<file path="src/rtl/cfg_mem_pkg.sv">
// ============================================================================
// Module : cfg_mem_pkg
// Brief  : Shared constants, readback state encoding and frame-count helper
//          for the tile configuration memory.
// Rev    : 1.0
// ============================================================================
`default_nettype none

package cfg_mem_pkg;

    localparam int ERR_MULTI_STROBE      = 0;
    localparam int ERR_COMMIT_INCOMPLETE = 1;

    typedef enum logic [0:0] {
        RB_IDLE = 1'b0,
        RB_BUSY = 1'b1
    } rb_state_t;

    function automatic int cfg_num_frames(input int config_bits, input int frame_bits);
        return (config_bits + frame_bits - 1) / frame_bits;
    endfunction

endpackage

`default_nettype wire

</file>
<file path="src/rtl/cfg_frame_reg.sv">
// ============================================================================
// Module : cfg_frame_reg
// Brief  : One frame's shadow/active register pair; shadow loads on i_wr_en,
//          active takes the (pre-write) shadow on i_commit.
// Rev    : 1.0
// ============================================================================
`default_nettype none

module cfg_frame_reg #(
    parameter int WIDTH = 32
) (
    input  logic             clk,
    input  logic             rst,
    input  logic             i_wr_en,
    input  logic             i_commit,
    input  logic [WIDTH-1:0] i_data,
    output logic [WIDTH-1:0] o_active
);

    logic [WIDTH-1:0] r_shadow;
    logic [WIDTH-1:0] r_active;

    always_ff @(posedge clk) begin
        if (rst) begin
            r_shadow <= '0;
            r_active <= '0;
        end else begin
            if (i_wr_en) begin
                r_shadow <= i_data;
            end
            if (i_commit) begin
                r_active <= r_shadow;
            end
        end
    end

    assign o_active = r_active;

endmodule

`default_nettype wire

</file>
<file path="src/rtl/cfg_frame_mem_ctrl.sv">
// ============================================================================
// Module : cfg_frame_mem_ctrl
// Brief  : Double-buffered tile configuration memory with strobe-edge frame
//          capture, atomic commit, sticky protocol errors and optional
//          readback (enabled by macro CFG_READBACK_EN).
// Rev    : 1.0
// ============================================================================
`default_nettype none

module cfg_frame_mem_ctrl
    import cfg_mem_pkg::*;
#(
    parameter int MaxFramesPerCol = 20,
    parameter int FrameBitsPerRow = 32,
    parameter int NoConfigBits    = 64
) (
    input  logic                               CLK,
    input  logic                               Reset,
    input  logic [FrameBitsPerRow-1:0]         FrameData,
    input  logic [MaxFramesPerCol-1:0]         FrameStrobe,
    input  logic                               Commit,
    input  logic                               ErrClr,
    output logic [NoConfigBits-1:0]            ConfigBits,
    output logic                               ConfigValid,
    output logic [1:0]                         Error,
    input  logic                               ReadbackReq,
    input  logic [$clog2(MaxFramesPerCol)-1:0] ReadbackSel,
    output logic [FrameBitsPerRow-1:0]         ReadbackData,
    output logic                               ReadbackValid
);

    localparam int c_NO_FRAMES = cfg_num_frames(NoConfigBits, FrameBitsPerRow);
    localparam int c_SEL_W     = $clog2(MaxFramesPerCol);
    localparam int c_FLAT_W    = c_NO_FRAMES * FrameBitsPerRow;

    if (c_NO_FRAMES > MaxFramesPerCol) begin : g_bad_cfg
        $error("cfg_frame_mem_ctrl: NoConfigBits needs more frames than MaxFramesPerCol");
    end

    logic [c_NO_FRAMES-1:0]     r_prev;
    logic [c_NO_FRAMES-1:0]     r_loaded;
    logic [1:0]                 r_error;
    logic                       r_cfg_valid;

    logic [c_NO_FRAMES-1:0]     w_edge;
    logic [c_NO_FRAMES-1:0]     w_wr_en;
    logic                       w_multi_edge;
    logic                       w_one_edge;
    logic                       w_all_loaded;
    logic                       w_commit_ok;
    logic                       w_commit_bad;
    logic [1:0]                 w_err_set;
    logic [FrameBitsPerRow-1:0] w_active [c_NO_FRAMES];
    logic [c_FLAT_W-1:0]        w_flat;

    // x & (x-1) is non-zero exactly when two or more edges fire together
    assign w_edge       = FrameStrobe[c_NO_FRAMES-1:0] & ~r_prev;
    assign w_multi_edge = (w_edge & (w_edge - c_NO_FRAMES'(1))) != '0;
    assign w_one_edge   = (w_edge != '0) && !w_multi_edge;
    assign w_wr_en      = w_one_edge ? w_edge : '0;
    assign w_all_loaded = &r_loaded;
    assign w_commit_ok  = Commit && w_all_loaded;
    assign w_commit_bad = Commit && !w_all_loaded;

    always_comb begin
        w_err_set                        = 2'b00;
        w_err_set[ERR_MULTI_STROBE]      = w_multi_edge;
        w_err_set[ERR_COMMIT_INCOMPLETE] = w_commit_bad;
    end

    always_ff @(posedge CLK) begin
        if (Reset) begin
            r_prev      <= '1;
            r_loaded    <= '0;
            r_error     <= 2'b00;
            r_cfg_valid <= 1'b0;
        end else begin
            r_prev   <= FrameStrobe[c_NO_FRAMES-1:0];
            r_loaded <= (w_commit_ok ? '0 : r_loaded) | w_wr_en;
            r_error  <= (ErrClr ? 2'b00 : r_error) | w_err_set;
            if (w_commit_ok) begin
                r_cfg_valid <= 1'b1;
            end
        end
    end

    for (genvar f = 0; f < c_NO_FRAMES; f++) begin : g_frame
        cfg_frame_reg #(
            .WIDTH (FrameBitsPerRow)
        ) u_frame (
            .clk      (CLK),
            .rst      (Reset),
            .i_wr_en  (w_wr_en[f]),
            .i_commit (w_commit_ok),
            .i_data   (FrameData),
            .o_active (w_active[f])
        );
        assign w_flat[f*FrameBitsPerRow +: FrameBitsPerRow] = w_active[f];
    end

    assign ConfigBits  = w_flat[NoConfigBits-1:0];
    assign ConfigValid = r_cfg_valid;
    assign Error       = r_error;

    if (c_FLAT_W > NoConfigBits) begin : g_flat_unused
        logic w_unused_flat;
        assign w_unused_flat = ^w_flat[c_FLAT_W-1:NoConfigBits];
    end

    if (c_NO_FRAMES < MaxFramesPerCol) begin : g_strobe_unused
        logic w_unused_strobe;
        assign w_unused_strobe = ^FrameStrobe[MaxFramesPerCol-1:c_NO_FRAMES];
    end

`ifdef CFG_READBACK_EN
    rb_state_t                  r_rb_state;
    logic [c_SEL_W-1:0]         r_rb_sel;
    logic [FrameBitsPerRow-1:0] r_rb_data;
    logic                       r_rb_valid;
    logic [FrameBitsPerRow-1:0] w_rb_mux;

    // Selections beyond the implemented frames fall through to zero
    always_comb begin
        w_rb_mux = '0;
        for (int k = 0; k < c_NO_FRAMES; k++) begin
            if (r_rb_sel == c_SEL_W'(k)) begin
                w_rb_mux = w_active[k];
            end
        end
    end

    always_ff @(posedge CLK) begin
        if (Reset) begin
            r_rb_state <= RB_IDLE;
            r_rb_sel   <= '0;
            r_rb_data  <= '0;
            r_rb_valid <= 1'b0;
        end else begin
            case (r_rb_state)
                RB_IDLE: begin
                    r_rb_valid <= 1'b0;
                    if (ReadbackReq) begin
                        r_rb_sel   <= ReadbackSel;
                        r_rb_state <= RB_BUSY;
                    end
                end
                RB_BUSY: begin
                    r_rb_data  <= w_rb_mux;
                    r_rb_valid <= 1'b1;
                    r_rb_state <= RB_IDLE;
                end
                default: begin
                    r_rb_valid <= 1'b0;
                    r_rb_state <= RB_IDLE;
                end
            endcase
        end
    end

    assign ReadbackData  = r_rb_data;
    assign ReadbackValid = r_rb_valid;
`else
    logic w_unused_rb;
    assign w_unused_rb   = ReadbackReq ^ (^ReadbackSel);
    assign ReadbackData  = '0;
    assign ReadbackValid = 1'b0;
`endif

endmodule

`default_nettype wire
</file>
<file path="config.mk">
export PLATFORM = sky130hd
export DESIGN_NAME = cfg_frame_mem_ctrl
export DESIGN_NICKNAME = d
export VERILOG_FILES = /design/src/rtl/cfg_mem_pkg.sv /design/src/rtl/cfg_frame_reg.sv /design/src/rtl/cfg_frame_mem_ctrl.sv
export SDC_FILE = /design/constraint.sdc
export NUM_CORES = 1
export LEC_CHECK = 0
export CAP_MARGIN = 20
export CORE_ASPECT_RATIO = 1.1
export CORE_MARGIN = 5
export CORE_UTILIZATION = 42
export DETAILED_ROUTE_END_ITERATION = 8
export GPL_TIMING_DRIVEN = 1
export PLACE_DENSITY_LB_ADDON = 0.08
export SLEW_MARGIN = 20
export SYNTH_ARGS = -nofsm -noshare
export SYNTH_HDL_FRONTEND = slang
export SYNTH_SLANG_ARGS = --single-unit
</file>
<file path="constraint.sdc">
create_clock -name CLK -period 1 [get_ports CLK]
set_input_delay 0.2 -clock CLK [delete_from_list [all_inputs] [get_ports CLK]]
set_output_delay 0.2 -clock CLK [all_outputs]
set_load 0.05 [all_outputs]
</file>
Yosys cells after proc, flatten, opt, wreduce, memory -nomap -nowiden:

Index checks and enable logic that the tools add are counted.
Widths: inputs -> output; s select.

* register bits: 135
* bits of input ports: 62
* output and inout port bits: 100
* logic and storage cells: 25

* add/subtract/negate cells: 1
* muxes and demuxes: 3
* bitwise logic cells: 5
* reductions and logical operators: 8

Operators by type and width (count)
* $mux 2: 3
* $and 2x2->2: 2
* $or 2x2->2: 2
* $reduce_bool 2->1: 2
* $logic_and 1x1->1: 3
* $logic_not 1->1: 2
* $not 2->2: 1
* $reduce_and 2->1: 1
* $sub 2x1->2 const B: 1

Logic depth before layout (Yosys ltp):

* word-level depth: 9
* gate-level depth with buffers: 5
* depth with buffers taken out: 3

Cells and area by module:

From an unflattened synthesis, not the netlist that was laid out.

* cells, all modules: 479
* area total of the unflattened synthesis: 5207.5 um^2

By module, submodules not included
* cfg_frame_reg: instances 2, cells an instance 207, area each 2339.7 um^2, sequential area each 1281.2 um^2
* cfg_frame_mem_ctrl: instances 1, cells an instance 65, area each 528.0 um^2, sequential area each 140.1 um^2

Least setup slack after synthesis:

OpenSTA, ideal clock, no wires.

* path kind: flip-flop to flip-flop
* from: reg r_prev[0]
* to: reg g_frame[1].u_frame.r_shadow[25]
* library setup time: 0.132 ns
* arrival: 0.978 ns
* data required time: 0.868 ns
* path slack: -0.110 ns
* cell stages (with the launch flop): 6
* buffers on the path: 2
* clock period less this slack: 1.110 ns
* cells stage by stage: dfxtp_1 -> and2b_1 -> buf_4 -> buf_4 -> o21ai_0 -> a21oi_1

* word-level cells in the longest chain between the ends: 8
* elaborated cells on any way between the ends: 9
* those cells by class: add/sub: 1; mux: 1; bitwise: 3; reduce/logical: 4

RTL lines
* start, declared: line cfg_frame_mem_ctrl.sv:40 `logic [c_NO_FRAMES-1:0] r_prev;`
* start signal, assigned: line cfg_frame_mem_ctrl.sv:78 `r_prev <= FrameStrobe[c_NO_FRAMES-1:0];`
* $not 2->2 (*): line cfg_frame_mem_ctrl.sv:57 `assign w_edge = FrameStrobe[c_NO_FRAMES-1:0] & ~r_prev;`
* $and 2x2->2 (*): line cfg_frame_mem_ctrl.sv:57
* $sub 2x1->2: line cfg_frame_mem_ctrl.sv:58 `assign w_multi_edge = (w_edge & (w_edge - c_NO_FRAMES'(1))) != '0;`
* $and 2x2->2: line cfg_frame_mem_ctrl.sv:58
* $reduce_bool 2->1: line cfg_frame_mem_ctrl.sv:58
* $logic_not 1->1: line cfg_frame_mem_ctrl.sv:59 `assign w_one_edge = (w_edge != '0) && !w_multi_edge;`
* $logic_and 1x1->1 (*): line cfg_frame_mem_ctrl.sv:59
* $mux 2 (*): line cfg_frame_mem_ctrl.sv:60 `assign w_wr_en = w_one_edge ? w_edge : '0;`
* end signal, assigned: line cfg_frame_reg.sv:29 `r_shadow <= i_data;`
* end, declared: line cfg_frame_reg.sv:20 `logic [WIDTH-1:0] r_shadow;`

Every way passes the cells marked *; elsewhere a longest branch is shown, timed or not.
A chain may end at the register's enable or synchronous reset.

Worst setup path in the final report:

* from: reg r_loaded[1]
* to: reg g_frame[0].u_frame.r_active[15]

* word-level cells in the longest chain between the ends: 2

RTL lines
* start, declared: line cfg_frame_mem_ctrl.sv:41 `logic [c_NO_FRAMES-1:0] r_loaded;`
* start signal, assigned: line cfg_frame_mem_ctrl.sv:79 `r_loaded <= (w_commit_ok ? '0 : r_loaded) | w_wr_en;`
* $reduce_and 2->1: line cfg_frame_mem_ctrl.sv:61 `assign w_all_loaded = &r_loaded;`
* $logic_and 1x1->1: line cfg_frame_mem_ctrl.sv:62 `assign w_commit_ok = Commit && w_all_loaded;`
* end signal, assigned: line cfg_frame_reg.sv:32 `r_active <= r_shadow;`
* end, declared: line cfg_frame_reg.sv:21 `logic [WIDTH-1:0] r_active;`

Every way passes these cells.

==> flow_metrics.tcl <==
set metrics [dict create \
    ys_seq_elements 135 \
    layout_common_cells "nand2_1, buf_12, a21oi_1, dfxtp_1, nand3_1" \
    crit_chain "and3_4 -> buf_12 -> clkbuf_16 -> nand2_4 -> a21oi_2" \
    final_max_slew_viol_count 0 \
    hold_path.class "input port to flop" \
    wl_per_cell_um 16.4 \
    die_h_um 126 \
    syn_inst 633 \
    fin_skew_ns 0.00696 \
    finalWirelength_mm 15.2 \
    antennaDiodeCount 0 \
    dieArea_sq_um 14500 \
    postRouteAntennaNets 0 \
    cellLeakagePower_nw 3.53 \
    io_pins 162 \
    drv_cap 0 \
    antenna_found_initial 0 \
    final_nets 822 \
    grt_setup_unrepaired "true" \
    cp.arrival_ns 1.53 \
    crit_cells 5 \
    setup_viol 198 \
    cts_sinks 135 \
    hold_violations 0 \
    num_vias 4832 \
    pre_cts_slack_ns -0.521 \
    gp_congestion 0.777 \
    dp_hpwl_mm 9.11 \
    grt_pass1_wl_mm 21.7 \
    core_area_sq_um 12000 \
    violations "negative setup slack" \
    clockRootBuffer "clkbuf_16" \
    min_path_cells 2 \
    cts_buffer_depth 2 \
    period_share 1.19 \
    row_count 42 \
    drt-initial-drc-count 279 \
    clock_latency_ns 0.42 \
    dr.pass1.iters 4 \
    ir_drop_uv 992 \
    min_period_ns 1.19 \
    io_buffers 104 \
    drc 0 \
    yosysWarnings 0 \
    clkTransAtPathRegs_ns 0.06 \
    endpoint_kind "flop" \
    syn_area_per_cell_sq_um 8.11 \
    synth_area_leaders "dfxtp_1, a21oi_1, nand2_1, buf_4, nand3_1" \
    synth_area_sq_um 5130 \
    fillCellCount 864 \
    grt_pass1_vias 4399 \
    track_usage 0.186 \
    synthToLayoutAreaGrowth_pct 69.9 \
    cpMaxStageDelayCell "dfxtp_2" \
    power_density_nw_per_um2 1500 \
    cts_tree "done" \
    slowest_delay_ns 0.35 \
    final_layout_size_suffix_gt1_frac 0.428 \
    cp_max_fo 6 \
    viasPerCell 5.21 \
    ys_seq_area_frac 0.526 \
    worstPathRequired_ns 1.34 \
    worst-r2r-cell-count 5 \
    gr-total-overflow 0 \
    outcome "finished with violations" \
    worst_slack_ns -0.191 \
    synth.distinct_cells 17 \
    grt_max_degree 42 \
    layout_commonest_cell "nand2_1" \
    start_util 0.427 \
    fmax_mhz 840 \
    layout.cells.non_filler 927 \
    critPathTopFamily "flip-flops" \
    h-tree-depth 4 \
    path_buf_inv 2 \
    cts_buffers 17 \
    path_class "flop to flop" \
    setup.worst_path.start_class "flop" \
    synth_top_area_share 0.526 \
    dp_cells 859 \
    die_w_um 115 \
    synth_area_leader_cell "dfxtp_1" \
]
==> synthesized netlist by cell type, drive strengths merged <==
cell	instances
a21oi	132
and2b	2
and3	1
buf	67
clkbuf	23
conb	1
dfxtp	135
nand2	133
nand2b	2
nand3	65
nor2	4
nor2b	2
o21ai	64
or2	2
==> worst paths after layout <==
| path | slack, ns | to | startpoint |
|---|---|---|---|
| max | -0.19 | g_frame[0].u_frame.o_active[15] | r_loaded[1] |
| min reg2reg | 0.44 | g_frame[0].u_frame.o_active[31] | g_frame[0].u_frame.r_shadow[31] |
| max reg2reg | -0.19 | g_frame[0].u_frame.o_active[15] | r_loaded[1] |
| min | 0.22 | g_frame[0].u_frame.o_active[2] | Reset |
==> layer usage <==
| layer | vias to the layer above | GRT usage | routed length, um | share of wire |
|---|---|---|---|---|
| met2 | 170 | 0.304 | 7670 | 0.50 |
| met3 | 26 | 0.0533 | 970 | 0.064 |
| met5 | - | 0 | 0 | 0 |
| li1 | 2322 | - | - | - |
| met1 | 2314 | 0.236 | 6320 | 0.42 |
| met4 | 0 | 0.0622 | 264 | 0.017 |
==> registers in the layout (all words and copies together) (netlist names) <==
register and cells:
ConfigValid 1, g_frame.u_frame.r_shadow 64, r_loaded 2, r_prev 2, g_frame.u_frame.o_active 64, Error 2
==> stage by stage <==
step	area, sq um	setup TNS, ns	utilization	hold WS, ns	power (mW)
after floorplan	5360	-1.18	-	0.304	6.36
after global placement	7060	-58.77	0.587	0.435	6.59
after detailed placement	7060	-61.18	0.587	0.441	6.60
after CTS	7920	-16.88	0.658	0.207	13.0
after global routing	8720	-28.87	0.725	0.233	13.4
final	8720	-21.40	0.725	0.217	13.1
==> final cells by class <==
cell class	instances	area [sq um]	area share
Sequential cell	135	2820	0.323
Multi-Input combinational cell	441	2490	0.286
Tap cell	154	193	0.0221
Clock buffer	21	470	0.0539
Timing Repair Buffer	165	2600	0.298
Clock inverter	11	146	0.0168
==> cells by family (layout without fill, tap and decap cells) <==
logic type	Yosys count	in the layout	share of synthesized area
AND/OR/NAND/NOR	211	212	0.175
AO/OA/AOI/OAI	196	196	0.191
flip-flops	135	135	0.526
buffers and inverters	90	197	0.107
other	1	33	0.000730
==> timing repair <==
item	in CTS	in global routing
gates cloned	2	11
buffers inserted	10	13
pin swaps	1	66
endpoints found under the setup margin	195	199
hold buffers	0	0
gates resized for setup	89	140
==> power breakdown <==
part           total (mW)  internal [mW]  switching [mW]
Combinational        1.09          0.394           0.697
Sequential           5.52           5.45          0.0769
Clock                6.46           4.12            2.33
Total                13.1           9.96            3.11
==> worst register-to-register path: stages, from the launching register on <==
cell and delay, ns:
dfxtp_2 0.35, and3_4 0.27, buf_12 0.16, clkbuf_16 0.18, nand2_4 0.05, a21oi_2 0.12
Note: power is estimated with default switching activity, not from simulation.
